## src/rtl/timer_ctrl_if.sv

```systemverilog
// User-control and display-side signals of the MM:SS timer controller.
interface timer_ctrl_if;
    logic       i_set_vld;
    logic [7:0] i_set_min;
    logic [7:0] i_set_sec;
    logic       i_count_down;
    logic       i_start;
    logic       i_stop;
    logic [7:0] o_min;
    logic [7:0] o_sec;
    logic       o_running;
    logic       o_done;
    logic       o_tick;
    logic       o_set_err;

    modport master (
        output i_set_vld, i_set_min, i_set_sec, i_count_down, i_start, i_stop,
        input  o_min, o_sec, o_running, o_done, o_tick, o_set_err
    );

    modport slave (
        input  i_set_vld, i_set_min, i_set_sec, i_count_down, i_start, i_stop,
        output o_min, o_sec, o_running, o_done, o_tick, o_set_err
    );
endinterface

```

## src/rtl/timer_ctrl.sv

```systemverilog
// MM:SS BCD timer sequencer: 1 Hz prescaler, IDLE/RUN/PAUSE/DONE FSM and BCD up/down stepping.
// Optional feature: define TIMER_CTRL_AUTO_RELOAD_EN to reload the last set value at each end.
module timer_ctrl #(
    parameter int TICKS_PER_SEC = 50_000_000
) (
    input  logic        clk,
    input  logic        rst,
    timer_ctrl_if.slave bus
);
    localparam int            PW        = $clog2(TICKS_PER_SEC);
    localparam logic [PW-1:0] PRESC_MAX = PW'(TICKS_PER_SEC - 1);
    localparam logic [PW-1:0] PRESC_ONE = PW'(1);
    localparam logic [PW-1:0] PRESC_ZER = {PW{1'b0}};
    localparam logic [15:0]   VAL_ZERO  = 16'h0000;
    localparam logic [15:0]   VAL_MAX   = 16'h9959;

    typedef enum logic [1:0] {
        ST_IDLE  = 2'd0,
        ST_RUN   = 2'd1,
        ST_PAUSE = 2'd2,
        ST_DONE  = 2'd3
    } state_t;

    function automatic logic set_valid(input logic [7:0] min, input logic [7:0] sec);
        return (min[7:4] <= 4'd9) && (min[3:0] <= 4'd9) &&
               (sec[7:4] <= 4'd5) && (sec[3:0] <= 4'd9);
    endfunction

    function automatic logic at_end(input logic [15:0] v, input logic down);
        return down ? (v == VAL_ZERO) : (v == VAL_MAX);
    endfunction

    // Borrow chain; seconds-tens wraps 0 -> 5. Never called at 00:00.
    function automatic logic [15:0] step_down(input logic [15:0] v);
        logic [15:0] r;
        r = v;
        if (v[3:0] != 4'd0) begin
            r[3:0] = v[3:0] - 4'd1;
        end else begin
            r[3:0] = 4'd9;
            if (v[7:4] != 4'd0) begin
                r[7:4] = v[7:4] - 4'd1;
            end else begin
                r[7:4] = 4'd5;
                if (v[11:8] != 4'd0) begin
                    r[11:8] = v[11:8] - 4'd1;
                end else begin
                    r[11:8]  = 4'd9;
                    r[15:12] = v[15:12] - 4'd1;
                end
            end
        end
        return r;
    endfunction

    // Carry chain; seconds-tens wraps 5 -> 0. Never called at 99:59.
    function automatic logic [15:0] step_up(input logic [15:0] v);
        logic [15:0] r;
        r = v;
        if (v[3:0] != 4'd9) begin
            r[3:0] = v[3:0] + 4'd1;
        end else begin
            r[3:0] = 4'd0;
            if (v[7:4] != 4'd5) begin
                r[7:4] = v[7:4] + 4'd1;
            end else begin
                r[7:4] = 4'd0;
                if (v[11:8] != 4'd9) begin
                    r[11:8] = v[11:8] + 4'd1;
                end else begin
                    r[11:8]  = 4'd0;
                    r[15:12] = v[15:12] + 4'd1;
                end
            end
        end
        return r;
    endfunction

    state_t        state_r;
    state_t        state_n_s;
    logic [PW-1:0] presc_r;
    logic [PW-1:0] presc_n_s;
    logic [15:0]   value_r;
    logic [15:0]   value_n_s;
    logic [15:0]   stepped_s;
    logic          tick_r;
    logic          done_r;
    logic          running_r;
    logic          set_err_r;
    logic          done_pulse_s;
    logic          tick_now_s;
    logic          set_req_s;
    logic          set_ok_s;
    logic          cur_end_s;
    logic          step_end_s;
`ifdef TIMER_CTRL_AUTO_RELOAD_EN
    logic [15:0]   reload_r;
`endif

    assign set_req_s  = bus.i_set_vld && (state_r != ST_RUN);
    assign set_ok_s   = set_valid(bus.i_set_min, bus.i_set_sec);
    assign tick_now_s = (state_r == ST_RUN) && (presc_r == PRESC_MAX);
    assign cur_end_s  = at_end(value_r, bus.i_count_down);
    assign stepped_s  = cur_end_s ? value_r :
                        (bus.i_count_down ? step_down(value_r) : step_up(value_r));
    assign step_end_s = at_end(stepped_s, bus.i_count_down);

    assign bus.o_min     = value_r[15:8];
    assign bus.o_sec     = value_r[7:0];
    assign bus.o_running = running_r;
    assign bus.o_done    = done_r;
    assign bus.o_tick    = tick_r;
    assign bus.o_set_err = set_err_r;

    // Next-state, next-prescaler and next-value decision for the FSM.
    always_comb begin
        state_n_s    = state_r;
        presc_n_s    = presc_r;
        value_n_s    = value_r;
        done_pulse_s = 1'b0;
        case (state_r)
            ST_RUN: begin
                if (tick_now_s && step_end_s) begin
                    presc_n_s = PRESC_ZER;
`ifdef TIMER_CTRL_AUTO_RELOAD_EN
                    if (at_end(reload_r, bus.i_count_down)) begin
                        value_n_s = stepped_s;
                        state_n_s = ST_DONE;
                    end else begin
                        value_n_s    = reload_r;
                        done_pulse_s = 1'b1;
                    end
`else
                    value_n_s = stepped_s;
                    state_n_s = ST_DONE;
`endif
                end else if (bus.i_stop) begin
                    state_n_s = ST_PAUSE;
                    value_n_s = tick_now_s ? stepped_s : value_r;
                end else if (tick_now_s) begin
                    value_n_s = stepped_s;
                    presc_n_s = PRESC_ZER;
                end else begin
                    presc_n_s = presc_r + PRESC_ONE;
                end
            end
            ST_IDLE, ST_PAUSE, ST_DONE: begin
                if (bus.i_set_vld) begin
                    if (set_ok_s) begin
                        value_n_s = {bus.i_set_min, bus.i_set_sec};
                        state_n_s = ST_IDLE;
                        presc_n_s = PRESC_ZER;
                    end else begin
                        state_n_s = state_r;
                    end
                end else if (bus.i_start) begin
                    presc_n_s = PRESC_ZER;
                    state_n_s = cur_end_s ? ST_DONE : ST_RUN;
                end else begin
                    state_n_s = state_r;
                end
            end
            default: begin
                state_n_s = ST_IDLE;
            end
        endcase
    end

    // FSM state, value, prescaler and registered status outputs.
    always_ff @(posedge clk) begin
        if (rst) begin
            state_r   <= ST_IDLE;
            presc_r   <= PRESC_ZER;
            value_r   <= VAL_ZERO;
            tick_r    <= 1'b0;
            done_r    <= 1'b0;
            running_r <= 1'b0;
            set_err_r <= 1'b0;
        end else begin
            state_r   <= state_n_s;
            presc_r   <= presc_n_s;
            value_r   <= value_n_s;
            tick_r    <= (state_n_s == ST_RUN) && (presc_n_s == PRESC_MAX);
            done_r    <= (state_n_s == ST_DONE) || done_pulse_s;
            running_r <= (state_n_s == ST_RUN);
            set_err_r <= set_req_s && !set_ok_s;
        end
    end

`ifdef TIMER_CTRL_AUTO_RELOAD_EN
    // Reload register captures every accepted set value.
    always_ff @(posedge clk) begin
        if (rst) begin
            reload_r <= VAL_ZERO;
        end else if (set_req_s && set_ok_s) begin
            reload_r <= {bus.i_set_min, bus.i_set_sec};
        end else begin
            reload_r <= reload_r;
        end
    end
`endif
endmodule

```

## src/flat_wrapper.sv

```systemverilog
// flat-port wrapper written by rule: the top's interface ports become plain ports
module timer_ctrl_flat 
#(
    parameter int TICKS_PER_SEC = 50_000_000
)
  (clk, rst, bus_i_set_vld, bus_i_set_min, bus_i_set_sec, bus_i_count_down, bus_i_start, bus_i_stop, bus_o_min, bus_o_sec, bus_o_running, bus_o_done, bus_o_tick, bus_o_set_err);
  timer_ctrl_if bus_i ();
  input  logic clk;
  input  logic rst;
  input wire logic [$bits(bus_i.i_set_vld)-1:0] bus_i_set_vld;
  input wire logic [$bits(bus_i.i_set_min)-1:0] bus_i_set_min;
  input wire logic [$bits(bus_i.i_set_sec)-1:0] bus_i_set_sec;
  input wire logic [$bits(bus_i.i_count_down)-1:0] bus_i_count_down;
  input wire logic [$bits(bus_i.i_start)-1:0] bus_i_start;
  input wire logic [$bits(bus_i.i_stop)-1:0] bus_i_stop;
  output wire logic [$bits(bus_i.o_min)-1:0] bus_o_min;
  output wire logic [$bits(bus_i.o_sec)-1:0] bus_o_sec;
  output wire logic [$bits(bus_i.o_running)-1:0] bus_o_running;
  output wire logic [$bits(bus_i.o_done)-1:0] bus_o_done;
  output wire logic [$bits(bus_i.o_tick)-1:0] bus_o_tick;
  output wire logic [$bits(bus_i.o_set_err)-1:0] bus_o_set_err;
  assign bus_i.i_set_vld = bus_i_set_vld;
  assign bus_i.i_set_min = bus_i_set_min;
  assign bus_i.i_set_sec = bus_i_set_sec;
  assign bus_i.i_count_down = bus_i_count_down;
  assign bus_i.i_start = bus_i_start;
  assign bus_i.i_stop = bus_i_stop;
  assign bus_o_min = bus_i.o_min;
  assign bus_o_sec = bus_i.o_sec;
  assign bus_o_running = bus_i.o_running;
  assign bus_o_done = bus_i.o_done;
  assign bus_o_tick = bus_i.o_tick;
  assign bus_o_set_err = bus_i.o_set_err;
  timer_ctrl #(.TICKS_PER_SEC(TICKS_PER_SEC)) u_core (.clk(clk), .rst(rst), .bus(bus_i));
endmodule
```

## config.mk

```make
export PLATFORM = sky130hd
export DESIGN_NAME = timer_ctrl_flat
export DESIGN_NICKNAME = d
export VERILOG_FILES = /design/src/rtl/timer_ctrl_if.sv /design/src/rtl/timer_ctrl.sv /design/src/flat_wrapper.sv
export SDC_FILE = /design/constraint.sdc
export NUM_CORES = 1
export LEC_CHECK = 0
export ABC_AREA = 1
export CORE_MARGIN = 8
export CORE_UTILIZATION = 35
export DETAILED_ROUTE_END_ITERATION = 6
export PLACE_DENSITY = 0.58
export SLEW_MARGIN = 25
export SYNTH_ARGS = -nofsm -noshare
export SYNTH_HDL_FRONTEND = slang
export SYNTH_SLANG_ARGS = --single-unit
```

## constraint.sdc

```tcl
create_clock -name clk -period 3.2 [get_ports clk]
set_input_delay 0.48 -clock clk [delete_from_list [all_inputs] [get_ports clk]]
set_output_delay 0.48 -clock clk [all_outputs]
set_load 0.01 [all_outputs]
```

### Word-level counts from Yosys, hierarchy flattened

Index checks and enable logic that the tools add are counted.

* flip-flop bits (word level): 48
* latch bits: 0
* memory bits (writable): 0
* bits in read-only memories: 0
* output and inout bits: 20
* word-level logic and storage cells: 88
* memories: 0

* add/sub/neg operators: 9
* multipliers: 0
* div/mod/pow operators: 0
* magnitude comparators: 4
* eq/ne operators: 16
* shifts and indexed selects: 0
* mux-type cells: 35
* bitwise operators: 0
* reductions and logical operators: 17

Operators with widths (count)
* 26-bit two-way mux: 6
* 16-bit two-way mux: 6
* 26-bit == test (second input constant): 2
* 26-bit one-hot mux with 2 select lines: 1
* 16-bit == test (second input constant): 2
* 16-bit zero test: 2
* 4-bit two-way mux: 8
* 16-bit one-hot mux with 2 select lines: 1
* 26-bit by 1-bit adder with 26-bit output (second input constant): 1
* 12-bit two-way mux: 2
* 4-bit by 1-bit adder with 4-bit output (second input constant): 4
* 8-bit two-way mux: 2
* 4-bit by 1-bit subtractor with 4-bit output (second input constant): 4
* 4-bit <= comparator (second input constant): 3
* 2-bit two-way mux: 6
* 4-bit nonzero test: 3
* 1-bit logical AND: 8
* 4-bit != test (second input constant): 2
* 2-bit == test (second input constant): 3
* 2-bit by 1-bit == test with 1-bit output (second input constant): 2
* 4-bit by 3-bit <= comparator with 1-bit output (second input constant): 1
* 2-bit by 1-bit != test with 1-bit output (second input constant): 2
* 4-bit by 3-bit != test with 1-bit output (second input constant): 1
* 2-bit one-hot mux with 2 select lines: 1
* other kinds (7): 8

### Longest topological paths before layout

Gate-level depths: netlist (run 1).

* depth in word-level cells: 13
* gate-level depth with buffers: 25
* gate-level depth less buffers: 24

### Least setup slack after synthesis (run 1)

OpenSTA, ideal clock, no wires.

* path type: reg-to-reg
* from: register u_core.value_r[12]
* to: register u_core.tick_r (netlist: u_core.bus.o_tick)
* setup time: 0.064 ns
* arrival: 2.279 ns
* path slack: 0.858 ns
* cell stages (with the launch flop): 20
* buffers on the path: 1
* cells stage by stage: dfxtp_1 inv_1 ha_1 and3_1 nand3_1 nand2_1 nand2_2 nand3_1 nand2_1 nand2_1 nor2_1 nand3_1 nand2_1 nand3_2 buf_6 a21oi_4 nand3_1 nor2_1 nand3_1 nor2_1

* longest elaborated chain between the ends: 13

RTL lines
* start: declaration: RTL line timer_ctrl.sv:83 `logic [15:0] value_r;`
* start signal: assignment: RTL line timer_ctrl.sv:182 `value_r <= value_n_s;`
* 4-bit by 1-bit adder with 4-bit output / 4-bit by 1-bit subtractor with 4-bit output (equally long branches): RTL line timer_ctrl.sv:72, timer_ctrl.sv:49
* 4-bit two-way mux (on tied branches): RTL line timer_ctrl.sv:68, timer_ctrl.sv:45
* 8-bit two-way mux (on tied branches): RTL line timer_ctrl.sv:64, timer_ctrl.sv:41
* 12-bit two-way mux (on tied branches): RTL line timer_ctrl.sv:60, timer_ctrl.sv:37
* 16-bit two-way mux: RTL line timer_ctrl.sv:105 `(bus.i_count_down ? step_down(value_r) : step_up(value_r));`
* 16-bit two-way mux: RTL line timer_ctrl.sv:104 `assign stepped_s = cur_end_s ? value_r :`
* 16-bit == test / 16-bit zero test (equally long branches): RTL line timer_ctrl.sv:30 `return down ? (v == VAL_ZERO) : (v == VAL_MAX);`
* 1-bit two-way mux: RTL line timer_ctrl.sv:30
* 1-bit logical AND: RTL line timer_ctrl.sv:123 `if (tick_now_s && step_end_s) begin`
* 26-bit two-way mux / 2-bit two-way mux (equally long branches): RTL line timer_ctrl.sv:123
* 26-bit one-hot mux with 2 select lines / 2-bit one-hot mux with 2 select lines (equally long branches): RTL line timer_ctrl.sv:121 `case (state_r)`
* 26-bit == test / 2-bit by 1-bit == test with 1-bit output (equally long branches): RTL line timer_ctrl.sv:183 `tick_r <= (state_n_s == ST_RUN) && (presc_n_s == PRESC_MAX);`
* 1-bit logical AND *: RTL line timer_ctrl.sv:183
* end signal: assignment: RTL line timer_ctrl.sv:183
* end: declaration: RTL line timer_ctrl.sv:86 `logic tick_r;`

Every way passes the cells marked *; elsewhere a longest branch is shown, timed or not.
A chain may end at the register's enable or synchronous reset.

### Final worst setup path (run 1)

* from: register u_core.value_r[0]
* to: register u_core.tick_r (netlist: u_core.bus.o_tick)

* longest elaborated chain between the ends: 11

RTL lines
* 4-bit by 1-bit adder with 4-bit output, or another cell as far along: RTL line timer_ctrl.sv:61 `r[3:0] = v[3:0] + 4'd1;`
* 4-bit two-way mux, or another cell as far along: RTL line timer_ctrl.sv:60 `if (v[3:0] != 4'd9) begin`
* 16-bit two-way mux: RTL line timer_ctrl.sv:105
* 16-bit two-way mux: RTL line timer_ctrl.sv:104
* 16-bit == test / 16-bit zero test (equally long branches): RTL line timer_ctrl.sv:30
* 1-bit two-way mux: RTL line timer_ctrl.sv:30
* 1-bit logical AND: RTL line timer_ctrl.sv:123
* 26-bit two-way mux / 2-bit two-way mux (equally long branches): RTL line timer_ctrl.sv:123
* 26-bit one-hot mux with 2 select lines / 2-bit one-hot mux with 2 select lines (equally long branches): RTL line timer_ctrl.sv:121
* 26-bit == test / 2-bit by 1-bit == test with 1-bit output (equally long branches): RTL line timer_ctrl.sv:183
* 1-bit logical AND *: RTL line timer_ctrl.sv:183

Marks and branches as above.

==> flow_results.org, run 1 <==
** Run status
- Status :: finished, final reports clean

** STA
- Clock skew :: 6.67 ps
- Worst slew margin :: 0.427
- The count of pins over their slew limit is 0.
- For the pin with the worst max-slew slack, the measured transition is 858 ps.
- Ratio of final minimum period to clock period :: 0.887
- Setup WS post-layout :: 361 ps
- Across all hold checks on the routed design, the worst slack comes to 529 ps.
- Unrepaired setup endpoints after global routing :: false
- Achievable Freq :: 352 MHz
- Fin. Hold Viols :: 0
- Setup-failing EPs final :: 0
- Adding up every negative setup slack in the final design gives 0 ps.
- Shortest clock period the worst path allows after layout :: 2840 ps

** Min path
- Worst hold path type :: reg2reg

** Setup path
- Crit path launch type :: register
- For this design, the slowest cell found on the critical path is sky130_fd_sc_hd__dfxtp_1.
- Kind of cell with the highest combined delay on the critical path :: simple AND/OR/NAND/NOR gates
- For the worst setup path, the data required time is 3440 ps.
- Critical path class :: reg2reg
- Crit path buf inv count :: 1
- Data arrival time of the critical path :: 3080 ps
- The critical path goes through nor2_2, nand2_2, nor2_4, nand3_1, nand2_1, nand2_1, nand3_1, nand2_1, nand2_1, nor2_1, nand3_1, nand2_1, nand3_2, buf_12, nand2_1, o21ai_0, nand2_1, nor2_1, nand3_1, nor2_1.
- Worst path most repeated cell :: sky130_fd_sc_hd__nand2_1
- STA classifies the critical path endpoint as a register.
- Critical path peak fanout :: 20
- Largest stage delay on the critical path :: 390 ps

** Synthesis
- The synthesized design contains 0 enable-type register cells.
- Of the total synthesized cell area, the portion taken by AND, OR, NAND and NOR gates is 0.431.
- Yosys synthesis warning count :: 0
- Most used DFF post-synth :: sky130_fd_sc_hd__dfxtp_1
- Of the synthesized area, sequential elements account for 0.238.
- Distinct cells, synth :: 43
- Synthesis handed over a netlist of 708 instances.
- After synthesis, the largest family of logic cells by area is simple AND/OR/NAND/NOR gates.
- Of all flip-flops after synthesis, the portion carrying an async set or reset was 0.
- Synth Area in Adders :: 0.0155
- XOR/XNOR Fraction of Synth Area :: 0.0238
- Count of state elements after synthesis :: 48
- Mapped Avg Cell Area :: 5.71 um^2
- Post-synthesis mux area share :: 0
- Syn Nets :: 735
- The fraction of the mapped netlist area in compound gates came to 0.172.
- Netlist area before placement :: 4040 um^2

** Placed design
- Including well taps, the total number of placed cells is 884.
- Detailed placement ended at an HPWL of 10000 um.
- Worst Setup Slack post-DPL :: 119 ps
- Port Buffer Count :: 41
- Routability congestion estimate :: 0.979

** Layout
- Area used by multi-input combinational logic :: 2590 um^2
- For this run, the post-layout net count is 775.
- Area growth from synthesis to layout :: 19.5%
- The sequential cells in the finished layout cover a total of 961 um^2.
- The finished layout holds 892 standard cells, fillers aside.
- Counting the fill cells in the layout gives 1202.
- 0 antenna diodes ended up in the layout.
- Proportion of layout cells with a drive suffix above 1 :: 0.0694

** Die
- Measured along the x axis, the die boundary spans 123 um.
- Core area :: 11300 um^2
- The die covers 15200 um^2.
- In this run the core area contains 39 standard-cell rows.
- Measured along the y axis, the die boundary spans 123 um.
- Pin placement for this block handled 42 I/O pins.
- For this configuration, the core starts out at a cell density of 0.357.

** Pwr
- Largest voltage drop on the vdd net :: 0.211 mV
- Power density cells :: 350 nW/um^2
- Leakage dissipation :: 2.09 nW

** Clock tree
- TritonCTS created 5 clock buffers.
- CTS resizes :: 0
- In this run the post-CTS setup repair buffer count came out at 0.
- The clock drives 48 sinks.
- Clock latency on the worst-skew pair, taken at its later pin, is 300 ps.
- Buffers from clock root to sink, at most :: 2
- The clock tree synthesis step divided the H-tree into 2 levels.
- CTS tree :: yes
- The number of hold buffers added after CTS was 0.
- After clock tree synthesis, the clock-pin slew on the worst setup and hold paths is 70 ps.
- The tree is rooted in a sky130_fd_sc_hd__clkbuf_16.

** Global routing
- Remaining global-route overflow :: 0
- For this run, the total global-route usage over all layers was measured as 0.177.
- Entering global routing, the biggest net connects 43 pins.
- Global-route wire length before repair :: 21700 um
- Number of antenna violations at the first check in global routing :: 0
- The number of global-route vias before repair came to 4430.

** Drt
- Routed via count divided by cell count :: 5.19
- For this block, the via count after detailed routing is 4630.
- In this run the top signal layer used is met4.
- For this run, design rule violations remaining after detail routing come to 0.
- Dividing the detail-routed wire length by the instance count gives 14.6 um.
- In the detailed route, the total length drawn on met3 is 597 um.
- Once detail routing completed, the nets flagged for antenna violations numbered 0.
- For this block, wires on met1 add up to 5750 um.
- Number of detailed-route iterations in the first pass :: 5
- Summed over all nets, wire length on met2 after detailed routing comes to 6410 um.
- The detailed router finished its first iteration with 305 violations.
- The routed design has 13000 um of wire.

** Run
- Max-cap violations in this run came to 0.
## Yosys cell counts (5+ instances only)
| master | n | share of area |
|---|---|---|
| sky130_fd_sc_hd__clkbuf_1 | 16 | 0.015 |
| sky130_fd_sc_hd__xor2_1 | 9 | 0.020 |
| sky130_fd_sc_hd__inv_1 | 92 | 0.085 |
| sky130_fd_sc_hd__nor4_1 | 5 | 0.0077 |
| sky130_fd_sc_hd__nor2_2 | 6 | 0.0093 |
| sky130_fd_sc_hd__ha_1 | 5 | 0.015 |
| sky130_fd_sc_hd__dfxtp_1 | 48 | 0.24 |
| sky130_fd_sc_hd__o21ai_1 | 7 | 0.0087 |
| sky130_fd_sc_hd__nand4_1 | 17 | 0.026 |
| sky130_fd_sc_hd__inv_2 | 10 | 0.0093 |
| sky130_fd_sc_hd__nand2_2 | 6 | 0.0093 |
| sky130_fd_sc_hd__nor3_1 | 9 | 0.011 |
| sky130_fd_sc_hd__nor2_1 | 89 | 0.083 |
| sky130_fd_sc_hd__o21ai_0 | 33 | 0.041 |
| sky130_fd_sc_hd__nand3_1 | 54 | 0.067 |
| sky130_fd_sc_hd__a221oi_1 | 13 | 0.028 |
| sky130_fd_sc_hd__a21oi_1 | 43 | 0.053 |
| sky130_fd_sc_hd__nand2_1 | 205 | 0.19 |
## registers in the layout (all words and copies together) (netlist names)
register / flops
u_core.presc_r: 26
u_core.value_r: 16
u_core.state_r: 2
u_core.bus.o_done: 1
u_core.bus.o_running: 1
u_core.bus.o_set_err: 1
u_core.bus.o_tick: 1
## logic make-up after synthesis
family / after synthesis
AOI/OAI and AO/OA: 117
xor gates and xnor gates: 11
adders and majority gates: 5
buffers and inverters: 125
DFF: 48
and+or+nand+nor: 402
## layout make-up
cell class	count	share of cell area
multi-input combinational	535	0.537
clock buffer	6	0.0267
tap	143	0.0370
sequential	48	0.199
timing repair buffer	56	0.113
clock inverter	2	0.00725
inverter	102	0.0793
## path summary, 6_finish.rpt
| check | startpoint | to | slack [ps] | cells after the start |
|---|---|---|---|---|
| worst max register to register | u_core.value_r[0] | u_core.bus.o_tick | 360 | 20 |
| worst min-delay path | u_core.presc_r[22] | u_core.presc_r[22] | 530 | 2 |
| worst min register to register | u_core.presc_r[22] | u_core.presc_r[22] | 530 | 2 |
| worst max-delay path | u_core.value_r[0] | u_core.bus.o_tick | 360 | 20 |
## cell usage in the layout (no fill, tap or decap), types with 6 or more instances in the layout
master and instances:
sky130_fd_sc_hd__nor2_2 6, sky130_fd_sc_hd__dfxtp_1 48, sky130_fd_sc_hd__nor3_1 9, sky130_fd_sc_hd__a221oi_1 13, sky130_fd_sc_hd__nand2_1 205, sky130_fd_sc_hd__buf_4 13
sky130_fd_sc_hd__o21ai_0 33, sky130_fd_sc_hd__xor2_1 9, sky130_fd_sc_hd__o21ai_1 7, sky130_fd_sc_hd__nor2_1 89, sky130_fd_sc_hd__clkdlybuf4s50_1 41, sky130_fd_sc_hd__inv_2 10
sky130_fd_sc_hd__nand2_2 6, sky130_fd_sc_hd__inv_1 92, sky130_fd_sc_hd__a21oi_1 43, sky130_fd_sc_hd__nand4_1 17, sky130_fd_sc_hd__nand3_1 54
## metrics by stage
| stage | power (W) | area, um^2 | utilization |
|---|---|---|---|
| after detailed placement | 0.00109 | 4670 | 0.412 |
| final | 0.00169 | 4830 | 0.427 |
| after global placement | 0.00109 | 4670 | 0.412 |
| after global routing | 0.00178 | 4830 | 0.427 |
| after CTS | 0.00170 | 4830 | 0.427 |
| after floorplan | 0.000921 | 4040 | - |
## worst register-to-register path: stages (launching register included)
cell and delay, ps:
sky130_fd_sc_hd__dfxtp_1 390, sky130_fd_sc_hd__nor2_2 240, sky130_fd_sc_hd__nand2_2 160, sky130_fd_sc_hd__nor2_4 280, sky130_fd_sc_hd__nand3_1 120, sky130_fd_sc_hd__nand2_1 110
sky130_fd_sc_hd__nand2_1 90, sky130_fd_sc_hd__nand3_1 130, sky130_fd_sc_hd__nand2_1 110, sky130_fd_sc_hd__nand2_1 80, sky130_fd_sc_hd__nor2_1 40, sky130_fd_sc_hd__nand3_1 70
sky130_fd_sc_hd__nand2_1 60, sky130_fd_sc_hd__nand3_2 90, sky130_fd_sc_hd__buf_12 160, sky130_fd_sc_hd__nand2_1 70, sky130_fd_sc_hd__o21ai_0 130, sky130_fd_sc_hd__nand2_1 90
sky130_fd_sc_hd__nor2_1 170, sky130_fd_sc_hd__nand3_1 90, sky130_fd_sc_hd__nor2_1 100
## power by group
part,switching [W],internal (W)
clock network,0.000244,0.000368
logic,0.000286,0.000159
registers,0.0000195,0.000613
total,0.000549,0.00114
## routing by layer
metal	vias up	global-route usage
li1	2374	-
met1	2115	0.214
met2	121	0.316
met3	20	0.0228
met4	0	0.0564
met5	-	0
Note: power is estimated with default switching activity, not from simulation.
==> run 2, diff against run 1 <==
Settings changed: CORE_MARGIN 8 to default.
==> flow_results.org, run 2 (synthesized netlist as in run 1, its figures left out) <==
** Min path
- Min-Delay Endpoint :: u_core.presc_r[22]
- The cell depth of the worst hold path was 2 (unchanged).
- The startpoint identified for the worst hold timing path is u_core.presc_r[22].
- The tightest min-delay check is of the reg2reg type.

** Setup path
- Critical path peak fanout :: 11 (-45%)
- Crit path buf inv count :: 2 (+1)
- Counting stages on the worst path, the most repeated cell is sky130_fd_sc_hd__nand2_1.
- STA classifies the critical path startpoint as a register.
- Crit Reg-Reg Startpoint :: u_core.value_r[4]
- Largest stage delay on the critical path :: 400 ps (about the same)
- The worst setup path is captured at a register.
- The critical path goes through inv_2, nor2_1, nand2_2, nor2_8, nand3_1, nand2_1, nand2_2, nand2_1, nand2_1, nand2_1, nand2_1, nor2_1, nand3_1, nand2_1, nand3_4, buf_12, a21oi_4, nand3_1, nor2_1, nand3_1, nor2_1.
- For this design, the slowest cell found on the critical path is sky130_fd_sc_hd__dfxtp_2.
- The worst setup slack for register-to-register paths came to 330 ps (-30 ps).
- Data required, critical path :: 3430 ps (about the same)
- The cell family contributing the most delay on the critical path is simple AND/OR/NAND/NOR gates.
- The critical path in this run is classified as reg2reg.
- In this run the critical register-to-register path is captured at u_core.bus.o_tick.
- Worst-case reg-to-reg path depth :: 21 (+5.0%)
- The arrival time of the worst setup path was 3100 ps (+20 ps).

** Clock tree
- Worst skew pair latency :: 300 ps (about the same)
- Clock root buffer :: sky130_fd_sc_hd__clkbuf_16
- The number of buffers on the longest clock path is 2 (unchanged).
- The clock-pin transition on the worst setup and hold timing paths came to 70 ps (about the same).
- Sinks on the clock net :: 48 (unchanged)
- The number of buffers created by CTS came to 5 (unchanged).
- The number of levels in the clock H-tree was 2 (unchanged).
- TritonCTS built the clock tree.
- CTS Hold Buffers Added :: 0 (unchanged)

** Layout
- The total number of nets in the final design is 784 (+1.2%).
- Most flop-heavy register :: u_core.presc_r
- Fillcell total :: 1206 (+0.33%)
- Max FFs per register :: 26 (unchanged)
- The fraction of layout cells with a size suffix above 1 came to 0.0925 (+0.0230).
- Leaving out fill and tap cells, the most frequent cells in the layout are 205 x sky130_fd_sc_hd__nand2_1, 91 x sky130_fd_sc_hd__inv_1, 87 x sky130_fd_sc_hd__nor2_1.
- Relative to the synthesized area, the layout overhead comes to 22.3%.
- Registers with the highest flip-flop counts :: u_core.presc_r x26, u_core.value_r x16, u_core.state_r x2
- Final antenna diode count :: 0 (unchanged)
- The multi-input logic area was 2610 um^2 (+0.68%).
- Most common cell after layout, fill and taps aside :: sky130_fd_sc_hd__nand2_1
- Post-route standard cell area excluding fillers :: 4940 um^2 (+2.3%)
- The area occupied by registers was 968 um^2 (+0.78%).
- Post-layout util :: 0.448 (+0.0212)

** Die
- Total I/O pin count :: 42 (unchanged)
- Core area :: 11000 um^2 (-2.6%)
- Horizontal die dimension :: 109 um (-11%)
- Initial core utilization :: 0.366 (+0.00939)
- The overall die height was 109 um (-11%).
- The number of cell rows was 38 (-2.6%).
- Overall die area :: 12000 um^2 (-21%)

** STA
- Unrepaired setup endpoints after global routing :: false
- The count of pins over their slew limit was 0 (unchanged).
- The highest attainable clock frequency was 348 MHz (-1.1%).
- The worst slew slack as a fraction of its limit is 0.643 (+0.216).
- The number of failing setup endpoints in the final timing report is 0 (unchanged).
- The worst clock skew on the final layout is 4.60 ps (-2.07 ps).
- Total Negative Setup Slacks :: 0 ps (unchanged)
- Actual slew at the worst max-slew pin :: 530 ps (-328 ps)
- The post-route minimum period is 2870 ps (+30.9 ps).
- The final hold violation count came to 0 (unchanged).
- The final worst-path cycle share is 0.897 (+0.00965).

** Drt
- The total via count after detailed routing was 4670 (+0.86%).
- Highest metal used :: met4
- Wire length after detailed routing :: 13000 um (+0.27%)
- Drt initial violations :: 405 (+33%)
- Routed via count divided by cell count :: 5.21 (+0.30%)
- Average wire per cell in the routed design :: 14.5 um (-0.29%)
- Number of detailed-route iterations in the first pass :: 5 (unchanged)
- The detailed route wirelength on metal3 came to 754 um (+26%).
- Routed wl met2 :: 5550 um (-13%)
- Final routed DRC violation total :: 0 (unchanged)
- Detailed-route wire length on metal 1 :: 6440 um (+12%)
- Count of nets left with antenna violations after detail routing :: 0 (unchanged)

** Placed design
- The number of input and output port buffers inserted came to 41 (unchanged).
- Area after DPL :: 4700 um^2 (+0.78%)
- Routability congestion estimate :: 0.921 (-5.9%)
- The final HPWL from detailed placement came to 10000 um (-0.11%).

** Global routing
- Vias in the first global route :: 4370 (-1.4%)
- The largest net degree at the start of global routing is 31 (-28%).
- The global-route wire length before repair was 21500 um (-0.86%).
- Global routing usage summed across all routing layers :: 0.232 (+0.0551)
- The number of antenna violations at the first check in global routing is 0 (unchanged).
- Remaining global-route overflow :: 0 (unchanged)

** Pwr
- The largest voltage drop on the vdd net is 0.420 mV (+99%).
- The total leakage power came to 2.14 nW (+2.8%).
- The total power of the final layout was 0.00179 W (+5.7%).
- The power per standard cell area came to 361 nW/um^2 (+3.3%).

** Run status
- The run finished with clean final reports.

** Run
- The max-capacitance violation count came to 0 (unchanged).
==> run 2: changes by cell type in the layout (fill, tap and decap cells not counted), moves of 2 or more <==
cell | previous run | this run
sky130_fd_sc_hd__buf_4 | 13 | 22
sky130_fd_sc_hd__dfxtp_1 | 48 | 42
sky130_fd_sc_hd__dfxtp_2 | 0 | 6
sky130_fd_sc_hd__nor2_1 | 89 | 87
==> run 2: worst max path at each step <==
stage,slack [ps],startpoint,end,cells after the start
CTS,220,u_core.value_r[0],u_core.bus.o_tick,20
global route,40,u_core.value_r[5],u_core.bus.o_tick,20
global placement,120,bus_i_stop,u_core.bus.o_tick,16
detailed placement,40,bus_i_count_down,u_core.bus.o_tick,20
floorplan,860,u_core.value_r[12],u_core.bus.o_tick,19
finish,330,u_core.value_r[4],u_core.bus.o_tick,21
==> run 2: layout make-up <==
| cell class | instances | area share |
|---|---|---|
| clock buffers | 5 | 0.0253 |
| multi-input cells | 535 | 0.529 |
| clock inverters | 2 | 0.0122 |
| repair buffers | 65 | 0.125 |
| inverters | 102 | 0.0775 |
| flip-flops and latches | 48 | 0.196 |
| well taps | 140 | 0.0355 |
==> run 2: tightest hold or removal path, stage by stage (launching register included) <==
cell	delay, ps
sky130_fd_sc_hd__dfxtp_1	330
sky130_fd_sc_hd__nand2_1	90
sky130_fd_sc_hd__a21oi_1	60
==> run 2: per-layer routing <==
layer,global-route usage,vias to the layer above
li1,-,2398
met1,0.327,2089
met2,0.357,162
met3,0.0350,21
met4,0.0800,0
met5,0,-
==> run 2: per-stage QoR <==
stage | worst slack [ps] | cells | hold WS, ps
3_5_place_dp | 41.8 | 888 | 512
5_1_grt | 39.8 | 897 | 566
4_1_cts | 219 | 895 | 524
2_1_floorplan | 858 | 708 | 481
3_3_place_gp | 122 | 888 | 508
6_report | 330 | 897 | 523
==> run 2: timing repair <==
action                                  4_1_cts  5_1_grt
resized for setup                             0       12
endpoints found under the setup margin        0        1
buffers inserted                              0        2
==> run 2: power by group <==
group / total (W) / internal [W] / switching, W
Combinational: 0.000464 / 0.000172 / 0.000291
Clock: 0.000691 / 0.000444 / 0.000247
Sequential: 0.000631 / 0.000613 / 0.0000181
Total: 0.00179 / 0.00123 / 0.000556
==> run 3, diff against run 2 <==
Settings changed: GPL_TIMING_DRIVEN from default to 0.
==> flow_results.org, run 3 (synthesized netlist as in run 1, its figures left out) <==
** Run status
- The run finished with clean final reports.

** Layout
- Commonest cells after routing, fill and taps aside :: 205 x sky130_fd_sc_hd__nand2_1, 91 x sky130_fd_sc_hd__inv_1, 88 x sky130_fd_sc_hd__nor2_1
- The filler cell count is 1203 (-0.25%).
- Most flop-heavy register :: u_core.presc_r
- The final instance area was 4800 um^2 (-2.9%).
- The flip-flop count of the largest register, all copies and words added came to 26 (unchanged).
- The area growth from synthesis to layout is 18.7%.
- Number of nets in the final layout :: 782 (-0.26%)
- Registers with the highest flip-flop counts :: u_core.presc_r x26, u_core.value_r x16, u_core.state_r x2
- Count of non-filler cells in the finished layout :: 896 (-0.11%)
- Final antenna diode count :: 0 (unchanged)
- Proportion of layout cells with a drive suffix above 1 :: 0.0714 (-0.0210)
- The library cell used most frequently in the layout, excluding fill and tap cells, is sky130_fd_sc_hd__nand2_1.
- The final cell utilization of the core is 0.435 (-0.0129).

** Die
- The area enclosed by the die boundary is 12000 um^2 (unchanged).
- Total I/O pin count :: 42 (unchanged)
- Horizontal die dimension :: 109 um (unchanged)
- The overall die height is 109 um (unchanged).
- Initial core utilization :: 0.366 (unchanged)
- Total number of placement rows :: 38 (unchanged)
- The area of the core came to 11000 um^2 (unchanged).

** STA
- Unrepaired setup endpoints after global routing :: false
- The post-route worst setup slack is 190 ps (-140 ps).
- The number of failing setup endpoints in the final timing report is 0 (unchanged).
- Shortest clock period the worst path allows after layout :: 3010 ps (+140 ps)
- Achievable Freq :: 332 MHz (-4.7%)
- The final hold violation count was 0 (unchanged).
- Ratio of final minimum period to clock period :: 0.941 (+0.0439)
- The count of pins over their slew limit came to 0 (unchanged).
- Clock skew :: 8.81 ps (+4.21 ps)
- The worst slew slack as a fraction of its limit is 0.512 (-0.131).
- The actual slew at the worst max-slew pin was 732 ps (+202 ps).

** Setup path
- Critical path peak fanout :: 10 (-1)
- The highest cell delay on the worst timing path is 380 ps (-20 ps).
- Worst path most repeated cell :: sky130_fd_sc_hd__nand2_1
- Data required, critical path :: 3450 ps (+20 ps)
- The arrival time of the worst setup path was 3260 ps (+160 ps).
- CP endpoint kind :: register
- Crit path launch type :: register
- Crit Reg-Reg Startpoint :: u_core.value_r[1]
- Critical path class :: reg2reg
- The signal on the critical path passes through nor2_2, nand2_2, inv_2, nand2_1, nand2_1, nand2_1, o21ai_0, inv_1, nor2_1, nand2_1, nor2_1, nand3_1, nand2_1, nand3_2, buf_6, a21oi_4, nand3_1, nor2_1, nand3_1, nor2_1.
- The slowest stage of the critical path belongs to the cell sky130_fd_sc_hd__dfxtp_1.
- Kind of cell with the highest combined delay on the critical path :: simple AND/OR/NAND/NOR gates
- Timing startpoint of the critical path :: u_core.value_r[1]
- Crit path buf inv count :: 3 (+1)

** Clock tree
- The sink count of the clock tree is 48 (unchanged).
- CTS tree :: yes
- The number of buffers on the longest clock path is 2 (unchanged).
- The number of levels in the clock H-tree is 2 (unchanged).
- The number of buffers created by CTS is 5 (unchanged).
- The number of hold buffers added after cts came to 0 (unchanged).
- Clock root buffer :: sky130_fd_sc_hd__clkbuf_16
- Worst skew pair latency :: 310 ps (about the same)
- Clock-pin slew reported for the worst setup and hold paths after clock tree synthesis :: 70 ps (about the same)

** Drt
- The detailed-routing iteration count for the pre-antenna-repair pass came to 5 (unchanged).
- Wire length after detailed routing :: 13900 um (+6.9%)
- Routed via count divided by cell count :: 5.36 (+2.9%)
- The count of nets left with antenna violations after detail routing was 0 (unchanged).
- Via count :: 4799 (+2.8%)
- Average wire per cell in the routed design :: 15.5 um (+7.0%)
- Drt initial violations :: 425 (+4.9%)
- Final routed DRC violation total :: 0 (unchanged)

** Placed design
- The number of input and output port buffers inserted came to 39 (-4.9%).
- Area after DPL :: 4610 um^2 (-2.0%)
- Placed cell count :: 887 (-0.11%)
- Routability congestion estimate :: 0.924 (+0.26%)
- The final HPWL from detailed placement came to 10600 um (+6.1%).
- Worst Setup Slack post-DPL :: -417 ps (-458 ps)

** Global routing
- The met2 layer usage reported by global route was 0.370 (+0.0130).
- Fraction of met3 tracks used by global routing :: 0.0373 (+0.00237)
- Vias in the first global route :: 4185 (-4.2%)
- The met1 usage was 0.341 (+0.0146).
- The global-route congestion overflow total came to 0 (unchanged).
- The number of antenna violations at the first check in global routing is 0 (unchanged).
- The largest net degree at the start of global routing came to 20 (-35%).
- The layer flagged by global routing as most heavily used is met2.
- The global-route wire length before repair is 21800 um (+1.2%).
- Global routing usage summed across all routing layers :: 0.242 (+0.0100)

** Min path
- Hold Crit Start :: u_core.presc_r[4]
- The tightest min-delay check is of the reg2reg type.

** Pwr
- Design Power :: 0.00166 W (-7.2%)
- The power per standard cell area is 346 nW/um^2 (-4.4%).
- Leakage dissipation :: 2.05 nW (-4.3%)
- The largest voltage drop on the vdd net was 0.316 mV (-25%).

** Run
- Total of max-cap violations :: 0 (unchanged)
[run 3: changes by cell type in the layout (fill, tap and decap cells not counted), sizes merged]
cell           change
dlymetal6s2s       +1
clkbuf            +17
bufinv             -2
clkdlybuf4s50      -3
buf               -16
clkinvlp           +2
[run 3: layout make-up]
class	count	area, um^2	area share
Multi-Input combinational cell	535	2600	0.543
Sequential cell	48	967	0.202
Timing Repair Buffer	42	415	0.0866
Inverter	102	383	0.0798
Tap cell	140	175	0.0365
Clock buffer	6	139	0.0290
Buffer	21	98.8	0.0206
Clock inverter	2	15.0	0.00313
[run 3: timing repair]
action                                  in CTS  in global routing
resized for setup                            0                 11
buffers inserted                             0                  3
endpoints found under the setup margin       1                  1
pin swaps                                    0                  1
[run 3: power breakdown]
group	internal, W	total [W]	switching (W)
logic	0.000152	0.000453	0.000301
clock network	0.000312	0.000576	0.000264
registers	0.000613	0.000629	0.0000159
total	0.00108	0.00166	0.000581
[run 3: worst reg2reg max path, stage by stage, from the launching register on]
cell	delay (ps)
sky130_fd_sc_hd__dfxtp_1	380
sky130_fd_sc_hd__nor2_2	210
sky130_fd_sc_hd__nand2_2	170
sky130_fd_sc_hd__inv_2	150
sky130_fd_sc_hd__nand2_1	80
sky130_fd_sc_hd__nand2_1	70
sky130_fd_sc_hd__nand2_1	40
sky130_fd_sc_hd__o21ai_0	330
sky130_fd_sc_hd__inv_1	110
sky130_fd_sc_hd__nor2_1	130
sky130_fd_sc_hd__nand2_1	70
sky130_fd_sc_hd__nor2_1	140
sky130_fd_sc_hd__nand3_1	90
sky130_fd_sc_hd__nand2_1	80
sky130_fd_sc_hd__nand3_2	70
sky130_fd_sc_hd__buf_6	170
sky130_fd_sc_hd__a21oi_4	150
sky130_fd_sc_hd__nand3_1	140
sky130_fd_sc_hd__nor2_1	140
sky130_fd_sc_hd__nand3_1	120
sky130_fd_sc_hd__nor2_1	110
[run 3: final timing paths]
| kind | end | slack, ps | depth (start not counted) |
|---|---|---|---|
| max reg2reg | u_core.bus.o_tick | 190 | 20 |
| min reg2reg | u_core.presc_r[4] | 520 | 2 |
| min | u_core.presc_r[4] | 520 | 2 |
| max | u_core.bus.o_tick | 190 | 20 |
[run 3: metrics by stage]
| stage | hold slack, ps | setup TNS, ps |
|---|---|---|
| 2_1_floorplan | 481 | 0 |
| 3_3_place_gp | 506 | -2290 |
| 3_5_place_dp | 506 | -2020 |
| 4_1_cts | 518 | 0 |
| 5_1_grt | 548 | 0 |
| 6_report | 519 | 0 |
[run 3: per-layer routing]
layer  share of wire  vias to the layer above
li1                -                     2389
met1            0.46                     2212
met4           0.025                        0
met3           0.079                       24
met2            0.43                      174
met5               0                        -
